File: config.mk
export PLATFORM = sky130hd
export DESIGN_NAME = trig_num_fifo
export DESIGN_NICKNAME = d
export VERILOG_FILES = /design/src/rtl/trig_num_fifo.sv
export SDC_FILE = /design/constraint.sdc
export NUM_CORES = 1
export LEC_CHECK = 0
export BUFFER_PORTS_ARGS = -buffer_cell sky130_fd_sc_hd__buf_4
export CORE_UTILIZATION = 35
export DETAILED_ROUTE_END_ITERATION = 6
export GPL_TIMING_DRIVEN = 1
export PLACE_DENSITY = 0.47
export SETUP_SLACK_MARGIN = 0.2
export SLEW_MARGIN = 20
export SYNTH_ARGS = -nofsm -noshare
export SYNTH_HDL_FRONTEND = slang
export SYNTH_SLANG_ARGS = --single-unit
File: constraint.sdc
create_clock -name clk -period 9.47 [get_ports clk]
set_input_delay 1.894 -clock clk [delete_from_list [all_inputs] [get_ports clk]]
set_output_delay 1.894 -clock clk [all_outputs]
set_load 0.03 [all_outputs]
File: src/rtl/trig_num_fifo.sv
// First-word-fall-through FIFO of {fill_type, trig_num} between the trigger manager and the command manager.
// It also flags a break in the trigger-number sequence and any write offered while the FIFO is full.
module trig_num_fifo #(
    parameter int DEPTH     = 16,
    parameter int AFULL_LVL = 12
) (
    input  logic        clk,
    input  logic        reset,
    input  logic        s_valid,
    output logic        s_ready,
    input  logic [23:0] s_trig_num,
    input  logic [1:0]  s_fill_type,
    output logic        m_valid,
    input  logic        m_ready,
    output logic [23:0] m_trig_num,
    output logic [1:0]  m_fill_type,
    output logic [8:0]  count,
    output logic        afull,
    output logic        seq_err,
    output logic        wr_drop
);

    localparam int AW = $clog2(DEPTH);

    logic [25:0]   mem [DEPTH];
    logic [25:0]   head_reg;
    logic [AW-1:0] wr_ptr_reg, wr_ptr_next;
    logic [AW-1:0] rd_ptr_reg, rd_ptr_next;
    logic [8:0]    count_reg, count_next;
    logic          s_ready_reg, m_valid_reg, afull_reg;
    logic          seq_err_reg, wr_drop_reg, armed_reg;
    logic [23:0]   last_num_reg;
    logic          wr_en, rd_en;

    // Handshakes qualify only with registered flags, so no input-to-output path exists.
    assign wr_en = s_valid && s_ready_reg;
    assign rd_en = m_ready && m_valid_reg;

    always_comb begin
        wr_ptr_next = wr_ptr_reg;
        rd_ptr_next = rd_ptr_reg;
        count_next  = count_reg;
        if (wr_en) wr_ptr_next = wr_ptr_reg + AW'(1);
        if (rd_en) rd_ptr_next = rd_ptr_reg + AW'(1);
        case ({wr_en, rd_en})
            2'b10:   count_next = count_reg + 9'd1;
            2'b01:   count_next = count_reg - 9'd1;
            default: count_next = count_reg;
        endcase
    end

    always_ff @(posedge clk or posedge reset) begin
        if (reset) begin
            wr_ptr_reg   <= '0;
            rd_ptr_reg   <= '0;
            count_reg    <= '0;
            s_ready_reg  <= 1'b0;
            m_valid_reg  <= 1'b0;
            afull_reg    <= 1'b0;
            seq_err_reg  <= 1'b0;
            wr_drop_reg  <= 1'b0;
            armed_reg    <= 1'b0;
            last_num_reg <= '0;
        end else begin
            wr_ptr_reg  <= wr_ptr_next;
            rd_ptr_reg  <= rd_ptr_next;
            count_reg   <= count_next;
            s_ready_reg <= (count_next != 9'(DEPTH));
            m_valid_reg <= (count_next != 9'd0);
            afull_reg   <= (count_next >= 9'(AFULL_LVL));
            if (s_valid && !s_ready_reg)
                wr_drop_reg <= 1'b1;
            if (wr_en) begin
                // Sequence wraps naturally at 24 bits, so 0xFFFFFF -> 0x000000 is accepted.
                if (armed_reg && (s_trig_num != last_num_reg + 24'd1))
                    seq_err_reg <= 1'b1;
                last_num_reg <= s_trig_num;
                armed_reg    <= 1'b1;
            end
        end
    end

    // Head register is read one cycle ahead from the next read address; a write landing
    // on that address (empty FIFO, or one entry being replaced) is bypassed straight in.
    always_ff @(posedge clk) begin
        if (wr_en)
            mem[wr_ptr_reg] <= {s_fill_type, s_trig_num};
        if (wr_en && (wr_ptr_reg == rd_ptr_next))
            head_reg <= {s_fill_type, s_trig_num};
        else
            head_reg <= mem[rd_ptr_next];
    end

    assign s_ready     = s_ready_reg;
    assign m_valid     = m_valid_reg;
    assign m_trig_num  = head_reg[23:0];
    assign m_fill_type = head_reg[25:24];
    assign count       = count_reg;
    assign afull       = afull_reg;
    assign seq_err     = seq_err_reg;
    assign wr_drop     = wr_drop_reg;

endmodule

* Word level (Yosys, flattened, before mapping)
Memories as Yosys holds them, arrays and structs flattened. A register that Yosys moved wholly into a read port is not among the register bits.
Index checks and enable logic that the tools add are counted.
** Storage, ports and cells
- Logic and storage cells :: 32
- Bits in read-only memories :: 0
- Bits of input ports :: 30
- Latch bits :: 0
- Bits in registers :: 47
- Memories :: 1
- Memory bits (writable) :: 416
- Output and inout port bits :: 40
** Cells by class
- Bitwise logic cells :: 0
- Equal/unequal tests :: 4
- Multipliers :: 0
- Shifts and indexed selects :: 0
- Add/subtract/negate cells :: 5
- Div/mod/pow operators :: 0
- Order comparisons :: 1
- Reductions and logical operators :: 7
- Multiplexer cells :: 4
** Memories
- mem :: depth 16, bits a word 26, read ports 1, clocked after Yosys merged registers in 1, write ports 1, RTL line 25 : logic [25:0] mem [DEPTH];
** Operators by type and width (number)
- 24-bit by 1-bit adder with 24-bit output (second input constant) :: 1
- 24-bit inequality test :: 1
- 9-bit one-hot mux with 2 select lines :: 1
- 9-bit by 1-bit adder with 9-bit output (second input constant) :: 1
- 9-bit by 4-bit >= comparator with 1-bit output (second input constant) :: 1
- 9-bit by 5-bit inequality test with 1-bit output (second input constant) :: 1
- 9-bit nonzero test :: 1
- 9-bit by 1-bit subtractor with 9-bit output (second input constant) :: 1
- 4-bit by 1-bit adder with 4-bit output (second input constant) :: 2
- 1-bit logical AND :: 4
- 4-bit two-way mux :: 1
- 2-bit by 1-bit equality test with 1-bit output (second input constant) :: 1
- 2-bit equality test (second input constant) :: 1
- 1-bit two-way mux :: 2
- 2-bit AND reduction :: 1
- 1-bit zero test :: 1

* Longest topological paths before layout
Gate-level depths: netlist of the first run.
- Depth in word-level cells :: 4
- Gate-level depth with buffers :: 14
- Depth with buffers taken out :: 12

* Least setup slack after synthesis of the first run
Ideal clock, no wire load.
- Path kind :: input-to-reg
- Start point :: input s_valid
- End point :: memory mem[3][0], enable pin
- Stages on the path :: 4
- Setup time :: 442 ps
- Path slack :: 4737 ps
- Buffers on the path :: 1
- Arrival :: 4292 ps
- Path through :: and2_4 clkbuf_1 nand2_1 nor3_1
** Between the ends
- Word-level cells in the longest chain between the ends :: 3
** Ends and longest elaborated chain
- start, declared :: RTL line 9 : input logic s_valid,
- 1-bit logical AND :: RTL line 36 : assign wr_en = s_valid && s_ready_reg;
- 1-bit two-way mux :: RTL line 86 : if (wr_en)
- 1-bit two-way mux (implied by the code) :: RTL line 87 : mem[wr_ptr_reg] <= {s_fill_type, s_trig_num};
- end, declared :: RTL line 25
Every way passes these cells.

==> summary.md, run 1 <==
| Metric | Value |
|---|---|
| Vias after detailed routing | 9556 |
| Endpoint of the worst-slack reg-to-reg timing path | afull |
| Critical path endpoint | m_trig_num[13] |
| Biggest area contributors in the synthesized netlist | sky130_fd_sc_hd__edfxtp_1, sky130_fd_sc_hd__mux4_2, sky130_fd_sc_hd__dfrtp_1 |
| Power density of the placed cells | 303 nW/um^2 |
| Post-route antenna net violation count | 0 |
| Startpoint-to-endpoint class of the critical path | flop to output port |
| Mean area per synthesized cell | 19.0 sq um |
| Setup slack after layout | 4.10 ns |
| Dpl ws | 4.31 ns |
| Minimum clock period after layout | 5.37 ns |
| Area delta synth->final | 16.5% |
| Period Utilization, post-route | 0.567 |
| Area share of xor/xnor cells in the synthesized design | 0.0212 |
| Top cell types by occurrence after synthesis | sky130_fd_sc_hd__edfxtp_1, sky130_fd_sc_hd__mux4_2, sky130_fd_sc_hd__nand2_1, sky130_fd_sc_hd__dfrtp_1, sky130_fd_sc_hd__xnor2_1 |
| Root Buffer | sky130_fd_sc_hd__clkbuf_16 |
| Fraction of power spent switching nets | 0.316 |
| CTS resizes | 0 |
| Count of buffers inserted at the top-level ports | 69 |
| Global route overflow | 0 |
| Height of the die | 235 um |
| Area fraction in and, or, nand and nor cells after synthesis | 0.0496 |
| Post-layout utilization of the core | 0.412 |
| Clock Skews | 0.0179 ns |
| Hold buffers post-CTS | 0 |
| WL final | 45600 um |
| 1st-iter DRT viols | 805 |
| Area share of the leading cell type in the synthesized netlist | 0.658 |
| Critical path startpoint category | flop |
| Setup total negative slack | 0 ns |
| Adder and majority gate portion of the synthesized area | 0.00593 |
| Power share of the clock group | 0.297 |
| Switching pwr | 2.12 mW |
| Effective utilization at floorplan | 0.354 |
| # clock sinks | 467 |
| Flop and latch count out of synthesis | 467 |
| Nets in the synthesized netlist | 1037 |
| Hpwl dp | 23900 um |
| Internal reg-to-reg setup slack | 5.94 ns |
| Gate count of the mapped netlist | 998 |
| Vias in the first global route | 10017 |
| Clock-pin slew on the worst setup and hold paths | 0.06 ns |
| Run status | complete, no violations |
| Cell variety after synth | 63 |
| Global routing usage summed across all routing layers | 0.169 |
| Static leakage | 7.26 nW |
| Register share of total power | 0.404 |
| Count of warnings emitted by yosys | 0 |
| Full die area | 55200 sq um |
| Remaining design rule violation count | 0 |
| Max_slew headroom | 0.367 |
| Nets | 1127 |
| Logic pwr share | 0.299 |
| TritonCTS clock tree | built |
| Number of detailed-routing iterations run before antenna repair | 4 |
| Nature of the critical path endpoint | output port |
| TritonCTS Buffers | 51 |
| Post-CTS Repair Setup Buffers | 0 |
| Depth of the worst register-to-register path | 11 |
| Maximum fanout encountered on the critical timing path | 57 |
| Library cell occupying the most area in the post-synthesis netlist | sky130_fd_sc_hd__edfxtp_1 |
| Worst endpoint data arrival time | 3.48 ns |
| Share of synthesized area occupied by flip-flops and latches | 0.724 |
| Filler cells | 4710 |
| Proportion of synthesized area in mux cells | 0.156 |
| Area of the multi-input gates | 5050 sq um |
| Number of enable flip-flop cells after synthesis | 416 |
| Number of placed I/O pins | 70 |
| Required time of the worst setup path | 7.58 ns |
| Number of flip-flops in the largest register | 416 |
| Synth Area in Compound Gates | 0.0273 |
| Wire length of the first global-routing pass | 68200 um |
| Total core area | 53700 sq um |
| Routability-driven placement congestion ratio | 0.746 |
| Die span in x | 235 um |
| Number of placed cells counting well taps | 1731 |
| Startpoint of the worst-slack reg-to-reg timing path | s_ready |
| Fraction of final layout cells sized beyond drive strength 1 | 0.291 |
| Number of H-tree levels | 2 |
| Most repeated cell in the gate-level netlist after synthesis | sky130_fd_sc_hd__edfxtp_1 |
| Pins over their slew limit | 0 |
| Internal power summed over all cells | 4.59 mW |
| Initial antenna violation count | 0 |
| RSZ-0062 raised after global routing | false |
| Clock latency on the worst-skew pair | 0.59 ns |
| Diode count | 0 |
| Total setup violations reported at the end of the flow | 0 |
| Share of synthesized flip-flops with an asynchronous set or reset | 0.101 |
| Max Clock Freq | 186 MHz |
| Worst slew pin tran | 0.944 ns |
| Area taken by flip-flops and latches | 13800 sq um |
| Maximum vdd ir drop | 0.138 mV |
| Via-per-instance ratio | 5.24 |
| CTS max path bufs | 3 |
| Most used flip-flop cell after synthesis | sky130_fd_sc_hd__edfxtp_1 |
| Hold violation total from the final report | 0 |
| Max_cap viols | 0 |
| Wire per inst | 25.0 um |
| Cell Area, Synth | 19000 sq um |
| Hold Path Class | flop to flop |
| Maximum number of pins on one net before global-route repair | 70 |
| Core Rows | 85 |
| Combinational family with the most area after synthesis | multiplexers |
| Final std cells w/o fill | 1825 |
==> worst min path at each step <==
stage                     slack [ns]   endpoint  cells after the start      start
final                           0.46    wr_drop                      1    wr_drop
after global routing            0.49    wr_drop                      1    wr_drop
after CTS                       0.46    wr_drop                      1    wr_drop
after detailed placement        0.45    wr_drop                      1    wr_drop
after global placement          0.44    wr_drop                      1    wr_drop
after floorplan                 0.44  armed_reg                      1  armed_reg
==> per-stage QoR <==
stage	hold slack, ns	area [sq um]	power (mW)
after global placement	0.442	20400	4.83
after detailed placement	0.449	20400	4.83
after global routing	0.492	22100	7.03
after CTS	0.463	22100	6.84
after floorplan	0.435	19000	4.10
final	0.462	22100	6.71
==> power groups by stage <==
stage	Clock, mW	Sequential [mW]	Combinational (mW)
3_3_place_gp	0	2.77	2.07
4_1_cts	2.04	2.73	2.07
5_1_grt	2.12	2.75	2.16
3_5_place_dp	0	2.77	2.07
2_1_floorplan	0	2.64	1.46
6_report	1.99	2.71	2.01
==> worst max-delay path, stage by stage (launching register included) <==
cell and delay, ns:
sky130_fd_sc_hd__dfxtp_4 0.86, sky130_fd_sc_hd__buf_4 0.83, sky130_fd_sc_hd__mux4_2 0.43, sky130_fd_sc_hd__mux4_2 0.55, sky130_fd_sc_hd__buf_4 0.20
==> per-layer routing <==
| layer | wire length, um | part of all wire | global-route usage | vias to the layer above |
|---|---|---|---|---|
| met5 | 0 | 0 | 0 | - |
| met4 | 896 | 0.020 | 0.0465 | 0 |
| met1 | 20600 | 0.45 | 0.236 | 5093 |
| met2 | 22300 | 0.49 | 0.275 | 191 |
| met3 | 1850 | 0.040 | 0.0283 | 62 |
| li1 | - | - | - | 4210 |
==> placed cells by master (no fill, tap or decap), types with 3 or more instances in the layout <==
cell / n
sky130_fd_sc_hd__nor3_1: 7
sky130_fd_sc_hd__nor3_2: 4
sky130_fd_sc_hd__or4_1: 4
sky130_fd_sc_hd__nand2b_1: 8
sky130_fd_sc_hd__clkinv_1: 11
sky130_fd_sc_hd__dfrtp_1: 47
sky130_fd_sc_hd__nand4_1: 11
sky130_fd_sc_hd__nand2_1: 91
sky130_fd_sc_hd__mux2i_1: 3
sky130_fd_sc_hd__xnor2_1: 33
sky130_fd_sc_hd__o211ai_1: 3
sky130_fd_sc_hd__nor2_1: 17
sky130_fd_sc_hd__mux4_2: 130
sky130_fd_sc_hd__clkbuf_16: 52
sky130_fd_sc_hd__o21ai_0: 16
sky130_fd_sc_hd__clkbuf_1: 6
sky130_fd_sc_hd__inv_1: 15
sky130_fd_sc_hd__a2111oi_0: 4
sky130_fd_sc_hd__ha_1: 9
sky130_fd_sc_hd__bufinv_16: 6
sky130_fd_sc_hd__a21oi_1: 14
sky130_fd_sc_hd__nand3_1: 16
sky130_fd_sc_hd__buf_4: 89
sky130_fd_sc_hd__nor2_4: 12
sky130_fd_sc_hd__clkinv_2: 12
sky130_fd_sc_hd__a211oi_1: 5
sky130_fd_sc_hd__nor4_1: 4
sky130_fd_sc_hd__and3_1: 5
sky130_fd_sc_hd__o31a_1: 3
sky130_fd_sc_hd__and4_1: 3
sky130_fd_sc_hd__xor2_1: 13
sky130_fd_sc_hd__edfxtp_1: 416
sky130_fd_sc_hd__inv_2: 3
sky130_fd_sc_hd__a31oi_1: 6
==> cells by family after synthesis <==
kind of cell / count (synthesis)
adders and majority gates: 9
DFF: 467
muxes: 134
xor gates and xnor gates: 46
AOI/OAI and AO/OA: 73
buffers and inverters: 72
and+or+nand+nor: 197
==> cell type report <==
type,instances,share of cell area
Inverter,19,0.00334
Timing Repair Buffer,90,0.0311
Clock buffer,60,0.0611
Clock inverter,34,0.0150
Tap cell,696,0.0394
Multi-Input combinational cell,459,0.228
Sequential cell,467,0.622
Note: power is estimated with default switching activity, not from simulation.
==> run 2: changes to the inputs <==
--- a/config.mk
+++ b/config.mk
@@ -5,6 +5,7 @@
 export SDC_FILE = /design/constraint.sdc
 export NUM_CORES = 1
 export LEC_CHECK = 0
+export ABC_AREA = 1
 export BUFFER_PORTS_ARGS = -buffer_cell sky130_fd_sc_hd__buf_4
 export CORE_UTILIZATION = 35
 export DETAILED_ROUTE_END_ITERATION = 6
==> constraint.sdc (replaced) <==
create_clock -name clk -period 5.1 [get_ports clk]
set_input_delay 1.02 -clock clk [delete_from_list [all_inputs] [get_ports clk]]
set_output_delay 1.02 -clock clk [all_outputs]
set_load 0.03 [all_outputs]
==> run 2 against run 1 <==
Effect of this change:
- first-iteration DRC count fell by 9.3%
- largest power group unchanged
- via count rose by 29%
- flip-flop and latch count did not move
- wire length rose by 19%
- clock skew fell by 0.0040 ns
- sequential power rose by 83%
- sequential share of layout area fell by 2.6 points
- count of clock-buffer cells in the layout rose by 8
- final cell count rose by 37%
- die area rose by 5.9%
- synthesized area rose by 5.9%
- largest cell class unchanged
==> summary.md, run 2 <==
| Metric | Value |
|---|---|
| Hold Path Class | flop to flop |
| TritonCTS Buffers | 52 |
| Setup total negative slack | 0 ns |
| Most repeated cell in the gate-level netlist after synthesis | sky130_fd_sc_hd__edfxtp_1 |
| Remaining design rule violation count | 0 |
| Flop and latch count out of synthesis | 467 |
| Global route overflow | 0 |
| Minimum clock period after layout | 4.24 ns |
| Top layer reached by signal wires | met4 |
| Period Utilization, post-route | 0.831 |
| Vias in the first global route | 12183 |
| Hpwl dp | 33000 um |
| Maximum cell stage delay along the critical path | 0.76 ns |
| Cell type of the slowest stage on the worst timing path | sky130_fd_sc_hd__dfxtp_4 |
| Max_slew headroom | 0.277 |
| Final Cell Area | 23100 sq um |
| Total core area | 56600 sq um |
| Mean area per synthesized cell | 12.2 sq um |
| 1st-iter DRT viols | 730 |
| Maximum vdd ir drop | 0.311 mV |
| CP Cell Sequence | clkinv_2 -> buf_4 -> o21ai_0 -> o211ai_1 -> nand2_1 -> buf_4 |
| Global routing usage summed across all routing layers | 0.185 |
| Buffers plus inverters on the worst setup path | 3 |
| Post-route antenna net violation count | 0 |
| Internal reg-to-reg setup slack | 2.36 ns |
| Maximum number of pins on one net before global-route repair | 71 |
| Maximum fanout encountered on the critical timing path | 51 |
| Hold violation total from the final report | 0 |
| Wire length of the first global-routing pass | 80300 um |
| Count of warnings emitted by yosys | 0 |
| Number of detailed-routing iterations run before antenna repair | 7 |
| Effective utilization at floorplan | 0.355 |
| Diode count | 0 |
| Fraction of final layout cells sized beyond drive strength 1 | 0.119 |
| Area share of the leading cell type in the synthesized netlist | 0.621 |
| Most repeated library cell on the critical path | sky130_fd_sc_hd__buf_4 |
| Die span in x | 242 um |
| Pins over their slew limit | 0 |
| Count of buffers inserted at the top-level ports | 69 |
| Total setup violations reported at the end of the flow | 0 |
| Cell Area, Synth | 20100 sq um |
| WL final | 54500 um |
| Cell family with the largest share of critical-path delay | buffers and inverters |
| Routability-driven placement congestion ratio | 0.808 |
| Max_cap viols | 0 |
| Nets in the synthesized netlist | 1691 |
| Root Buffer | sky130_fd_sc_hd__clkbuf_16 |
| Via-per-instance ratio | 4.94 |
| Height of the die | 242 um |
| Cell variety after synth | 35 |
| Initial antenna violation count | 2 |
| Share of synthesized area occupied by flip-flops and latches | 0.684 |
| Post-CTS Repair Setup Buffers | 0 |
| Startpoint-to-endpoint class of the critical path | flop to output port |
| Number of enable flip-flop cells after synthesis | 416 |
| Number of H-tree levels | 2 |
| Number of placed I/O pins | 70 |
| TritonCTS clock tree | built |
| Static leakage | 8.61 nW |
| Length of routed met2 wiring | 26400 um |
| Met3 layer wire length in the routed design | 2080 um |
| RSZ-0062 raised after global routing | false |
| Total cell area at the placement stage | 21500 sq um |
| Number of flip-flops in the largest register | 416 |
| # clock sinks | 467 |
| Hold buffers post-CTS | 0 |
| Area delta synth->final | 14.9% |
| CTS resizes | 0 |
| Wire per inst | 21.8 um |
| Clock Skews | 0.0139 ns |
| Critical path startpoint category | flop |
| Clock-pin slew on the worst setup and hold paths | 0.06 ns |
| Highest-count cells in the layout ignoring fill and taps | sky130_fd_sc_hd__edfxtp_1, sky130_fd_sc_hd__nand2_1, sky130_fd_sc_hd__inv_1 |
| Biggest area contributors in the synthesized netlist | sky130_fd_sc_hd__edfxtp_1, sky130_fd_sc_hd__dfrtp_1, sky130_fd_sc_hd__mux2i_1 |
| Nature of the critical path endpoint | output port |
| Most used flip-flop cell after synthesis | sky130_fd_sc_hd__edfxtp_1 |
| Filler cells | 5348 |
| Run status | complete, no violations |
| Required time of the worst setup path | 4.08 ns |
| Gate count of the mapped netlist | 1652 |
| Nets | 1744 |
| Power after layout | 13.1 mW |
| Worst endpoint data arrival time | 3.22 ns |
| Share of synthesized flip-flops with an asynchronous set or reset | 0.101 |
| Core Rows | 87 |
| Vias after detailed routing | 12345 |
| Worst slew pin tran | 1.08 ns |
| CTS max path bufs | 3 |
| Clock latency on the worst-skew pair | 0.59 ns |
| Length of routed wiring on met1 | 25000 um |
| Leading cell type in the layout, fill and taps excluded | sky130_fd_sc_hd__edfxtp_1 |
| Top cell types by occurrence after synthesis | sky130_fd_sc_hd__edfxtp_1, sky130_fd_sc_hd__nand2_1, sky130_fd_sc_hd__inv_1, sky130_fd_sc_hd__o21ai_0, sky130_fd_sc_hd__a21oi_1 |
| Post-layout utilization of the core | 0.408 |
| Power density of the placed cells | 569 nW/um^2 |
| Full die area | 58400 sq um |
| Library cell occupying the most area in the post-synthesis netlist | sky130_fd_sc_hd__edfxtp_1 |
| Max Clock Freq | 236 MHz |
-- run 2: cell types whose count changed in the layout (fill, tap and decap cells not counted), moves of 101 or more --
cell,before,now
sky130_fd_sc_hd__o21ai_0,16,146
sky130_fd_sc_hd__inv_1,15,171
sky130_fd_sc_hd__mux4_2,130,0
sky130_fd_sc_hd__mux2i_1,3,104
sky130_fd_sc_hd__o211ai_1,3,104
sky130_fd_sc_hd__nand2_1,91,244
-- run 2: per-stage QoR --
| step | hold WS (ns) | setup WS, ns | instances |
|---|---|---|---|
| after floorplan | 0.423 | 1.50 | 1652 |
| after global placement | 0.435 | 1.43 | 2407 |
| after detailed placement | 0.442 | 1.45 | 2407 |
| after CTS | 0.457 | 0.800 | 2500 |
| after global routing | 0.469 | 0.700 | 2500 |
| final | 0.449 | 0.862 | 2500 |
-- run 2: path summary, 6_finish.rpt --
path / startpoint / endpoint / cells after the start
worst max register to register: s_ready / mem[1][1] / 4
worst max-delay path: flop / m_trig_num[23] / 6
worst min register to register: armed_reg / armed_reg / 2
worst min-delay path: armed_reg / armed_reg / 2
max in group asynchronous: reset / rd_ptr_reg[0] / 2
min in group asynchronous: reset / count[4] / 2
-- run 2: cell families (layout without fill, tap and decap cells) --
| logic type | Yosys count | count (layout) | share of synthesized area |
|---|---|---|---|
| flip-flops | 467 | 467 | 0.684 |
| XOR/XNOR | 22 | 22 | 0.00958 |
| buffers and inverters | 263 | 355 | 0.0526 |
| AO/OA/AOI/OAI | 365 | 365 | 0.104 |
| adder cells (fa/ha/maj) | 9 | 9 | 0.00560 |
| AND/OR/NAND/NOR | 422 | 422 | 0.0925 |
| multiplexers | 104 | 104 | 0.0518 |
-- run 2: worst reg2reg max path: stages (launching register included) --
cell and delay, ns:
sky130_fd_sc_hd__dfrtp_1 0.40, sky130_fd_sc_hd__nand2_4 0.32, sky130_fd_sc_hd__inv_4 0.38, sky130_fd_sc_hd__nand2_1 0.33, sky130_fd_sc_hd__nor2_4 0.90
-- run 2: where the power goes --
group / switching, mW / internal [mW]
Combinational: 3.17 / 1.44
Clock: 1.50 / 2.09
Sequential: 0.316 / 4.63
-- run 2: cell type report --
type | count | area, sq um | share of cell area
Sequential cell | 467 | 13800 | 0.596
Inverter | 180 | 686 | 0.0297
Clock buffer | 68 | 1410 | 0.0612
Multi-Input combinational cell | 922 | 5420 | 0.235
Clock inverter | 25 | 210 | 0.00910
Timing Repair Buffer | 82 | 666 | 0.0288
Tap cell | 756 | 946 | 0.0410
-- run 2: routing by layer --
| layer | global-route usage | vias to the layer above |
|---|---|---|
| met5 | 0 | - |
| met4 | 0.0508 | 0 |
| met2 | 0.309 | 241 |
| li1 | - | 5990 |
| met3 | 0.0253 | 67 |
| met1 | 0.253 | 6047 |
==> run 3: changes to the inputs <==
==> constraint.sdc (replaced) <==
create_clock -name clk -period 4.4 [get_ports clk]
set_input_delay 0.88 -clock clk [delete_from_list [all_inputs] [get_ports clk]]
set_output_delay 0.88 -clock clk [all_outputs]
set_load 0.03 [all_outputs]
==> run 3 against run 2 <==
Effect of this change:
- non-clock buffer count is 14 higher
- clock power is 17% higher
- final cell count is 0.56% higher
- worst hold slack better by 0.0018 ns
- global-route usage is 0.52 points lower
- final area is 0.69% higher
- wire length is 4.0% lower
- core utilization is 0.28 points higher
==> summary.md, run 3 (synthesis results as in run 2) <==
| Metric | Value |
|---|---|
| Run status | complete, no violations |
| Static leakage | 8.71 nW |
| # clock sinks | 467 |
| Wire length of the first global-routing pass | 79600 um |
| Wire per inst | 20.8 um |
| Number of H-tree levels | 2 |
| Remaining design rule violation count | 0 |
| 1st-iter DRT viols | 821 |
| Setup total negative slack | 0 ns |
| Max Clock Freq | 288 MHz |
| Max_cap viols | 0 |
| Global-route track usage on met2 | 0.288 |
| Internal reg-to-reg setup slack | 1.61 ns |
| Depth of the worst register-to-register path | 5 |
| Period Utilization, post-route | 0.790 |
| Leading cell type in the layout, fill and taps excluded | sky130_fd_sc_hd__edfxtp_1 |
| Startpoint of the worst-slack reg-to-reg timing path | s_ready |
| Hold violation total from the final report | 0 |
| Endpoint of the worst-slack reg-to-reg timing path | mem[1][18] |
| Power density of the placed cells | 655 nW/um^2 |
| CTS resizes | 0 |
| Clock-pin slew on the worst setup and hold paths | 0.06 ns |
| Clock latency on the worst-skew pair | 0.59 ns |
| Initial antenna violation count | 1 |
| Height of the die | 242 um |
| CTS max path bufs | 3 |
| Global route overflow | 0 |
| Root Buffer | sky130_fd_sc_hd__clkbuf_16 |
| Nets | 1757 |
| WL final | 52300 um |
| Nature of the critical path endpoint | output port |
| Maximum vdd ir drop | 0.320 mV |
| Via-per-instance ratio | 4.96 |
| Vias after detailed routing | 12459 |
| Worst slew pin tran | 1.05 ns |
| Pins over their slew limit | 0 |
| Global routing's busiest layer | met2 |
| Number of placed I/O pins | 70 |
| Worst-case hold slack | 0.451 ns |
| Hold Path Class | primary input to async pin |
| Global routing usage summed across all routing layers | 0.180 |
| Required time of the worst setup path | 3.52 ns |
| Routability-driven placement congestion ratio | 0.794 |
| Maximum number of pins on one net before global-route repair | 99 |
| Setup slack after layout | 0.926 ns |
| RSZ-0062 raised after global routing | false |
| Die span in x | 242 um |
| TritonCTS Buffers | 51 |
| Vias in the first global route | 12491 |
| Global-route track usage on met3 | 0.0280 |
| Critical path startpoint category | flop |
| Clock Skews | 0.0149 ns |
| Dpl ws | 1.10 ns |
| Total core area | 56600 sq um |
| Number of detailed-routing iterations run before antenna repair | 5 |
| TritonCTS clock tree | built |
| Total setup violations reported at the end of the flow | 0 |
| Worst endpoint data arrival time | 2.59 ns |
| Hpwl dp | 31100 um |
| Fraction of final layout cells sized beyond drive strength 1 | 0.127 |
| Maximum fanout encountered on the critical timing path | 31 |
| Full die area | 58400 sq um |
| Post-route antenna net violation count | 0 |
| Area delta synth->final | 15.7% |
| Effective utilization at floorplan | 0.355 |
| Fraction of met1 tracks used by global routing | 0.253 |
| Core Rows | 87 |
| Count of buffers inserted at the top-level ports | 69 |
| Number of flip-flops in the largest register | 416 |
| Max_slew headroom | 0.295 |
| Startpoint-to-endpoint class of the critical path | flop to output port |
| Highest-count cells in the layout ignoring fill and taps | sky130_fd_sc_hd__edfxtp_1, sky130_fd_sc_hd__nand2_1, sky130_fd_sc_hd__inv_1 |
| Post-CTS Repair Setup Buffers | 0 |
| Minimum clock period after layout | 3.47 ns |
| Hold buffers post-CTS | 0 |
| Power after layout | 15.2 mW |
-- run 3: changes by cell type in the layout (fill, tap and decap cells not counted) --
cell	change
sky130_fd_sc_hd__buf_4	+10
sky130_fd_sc_hd__clkinv_2	+5
sky130_fd_sc_hd__buf_12	+4
sky130_fd_sc_hd__clkinv_1	-4
sky130_fd_sc_hd__bufinv_16	+2
sky130_fd_sc_hd__clkbuf_16	-2
sky130_fd_sc_hd__clkinvlp_4	-2
sky130_fd_sc_hd__clkbuf_1	+1
sky130_fd_sc_hd__clkinv_4	-1
sky130_fd_sc_hd__diode_2	+1
sky130_fd_sc_hd__inv_4	-1
sky130_fd_sc_hd__inv_6	+1
-- run 3: how the worst max path moves through the flow --
stage,startpoint,endpoint,slack [ns],depth (start not counted)
after floorplan,s_valid,mem[11][0],0.94,3
after global placement,s_valid,mem[8][11],1.16,5
after detailed placement,s_valid,mem[1][18],1.10,6
after CTS,flop,m_trig_num[10],0.88,6
after global routing,flop,m_trig_num[13],0.78,6
final,flop,m_trig_num[13],0.93,6
-- run 3: cell type report --
class | count | area (sq um)
clock buffer | 67 | 1370
tap | 756 | 946
multi-input combinational | 922 | 5420
antenna | 1 | 2.50
inverter | 180 | 684
fill | 5368 | 33300
timing repair buffer | 96 | 821
clock inverter | 25 | 260
sequential | 467 | 13800
-- run 3: per-layer routing --
| layer | part of all wire | vias to the layer above |
|---|---|---|
| met5 | 0 | - |
| met4 | 0.026 | 0 |
| met3 | 0.041 | 78 |
| met2 | 0.46 | 239 |
| met1 | 0.47 | 6119 |
| li1 | - | 6023 |
-- run 3: critical path, stage by stage, from the launching register on --
cell and delay (ns):
sky130_fd_sc_hd__dfxtp_4 0.36, sky130_fd_sc_hd__clkinv_2 0.41, sky130_fd_sc_hd__buf_4 0.44, sky130_fd_sc_hd__o211ai_1 0.23, sky130_fd_sc_hd__nand3_1 0.14, sky130_fd_sc_hd__nand2_1 0.20
sky130_fd_sc_hd__buf_4 0.19
-- run 3: where the power goes --
part | total [mW] | switching [mW] | internal [mW]
Combinational | 5.43 | 3.70 | 1.74
Clock | 4.20 | 1.73 | 2.47
Sequential | 5.59 | 0.228 | 5.37
Total | 15.2 | 5.65 | 9.58
-- run 3: stage by stage --
| stage | util | instances | instance area [sq um] |
|---|---|---|---|
| detailed placement | 0.382 | 2421 | 21600 |
| global route | 0.411 | 2513 | 23300 |
| CTS | 0.411 | 2513 | 23300 |
| global placement | 0.382 | 2421 | 21600 |
| floorplan | - | 1652 | 20100 |
| finish | 0.411 | 2514 | 23300 |
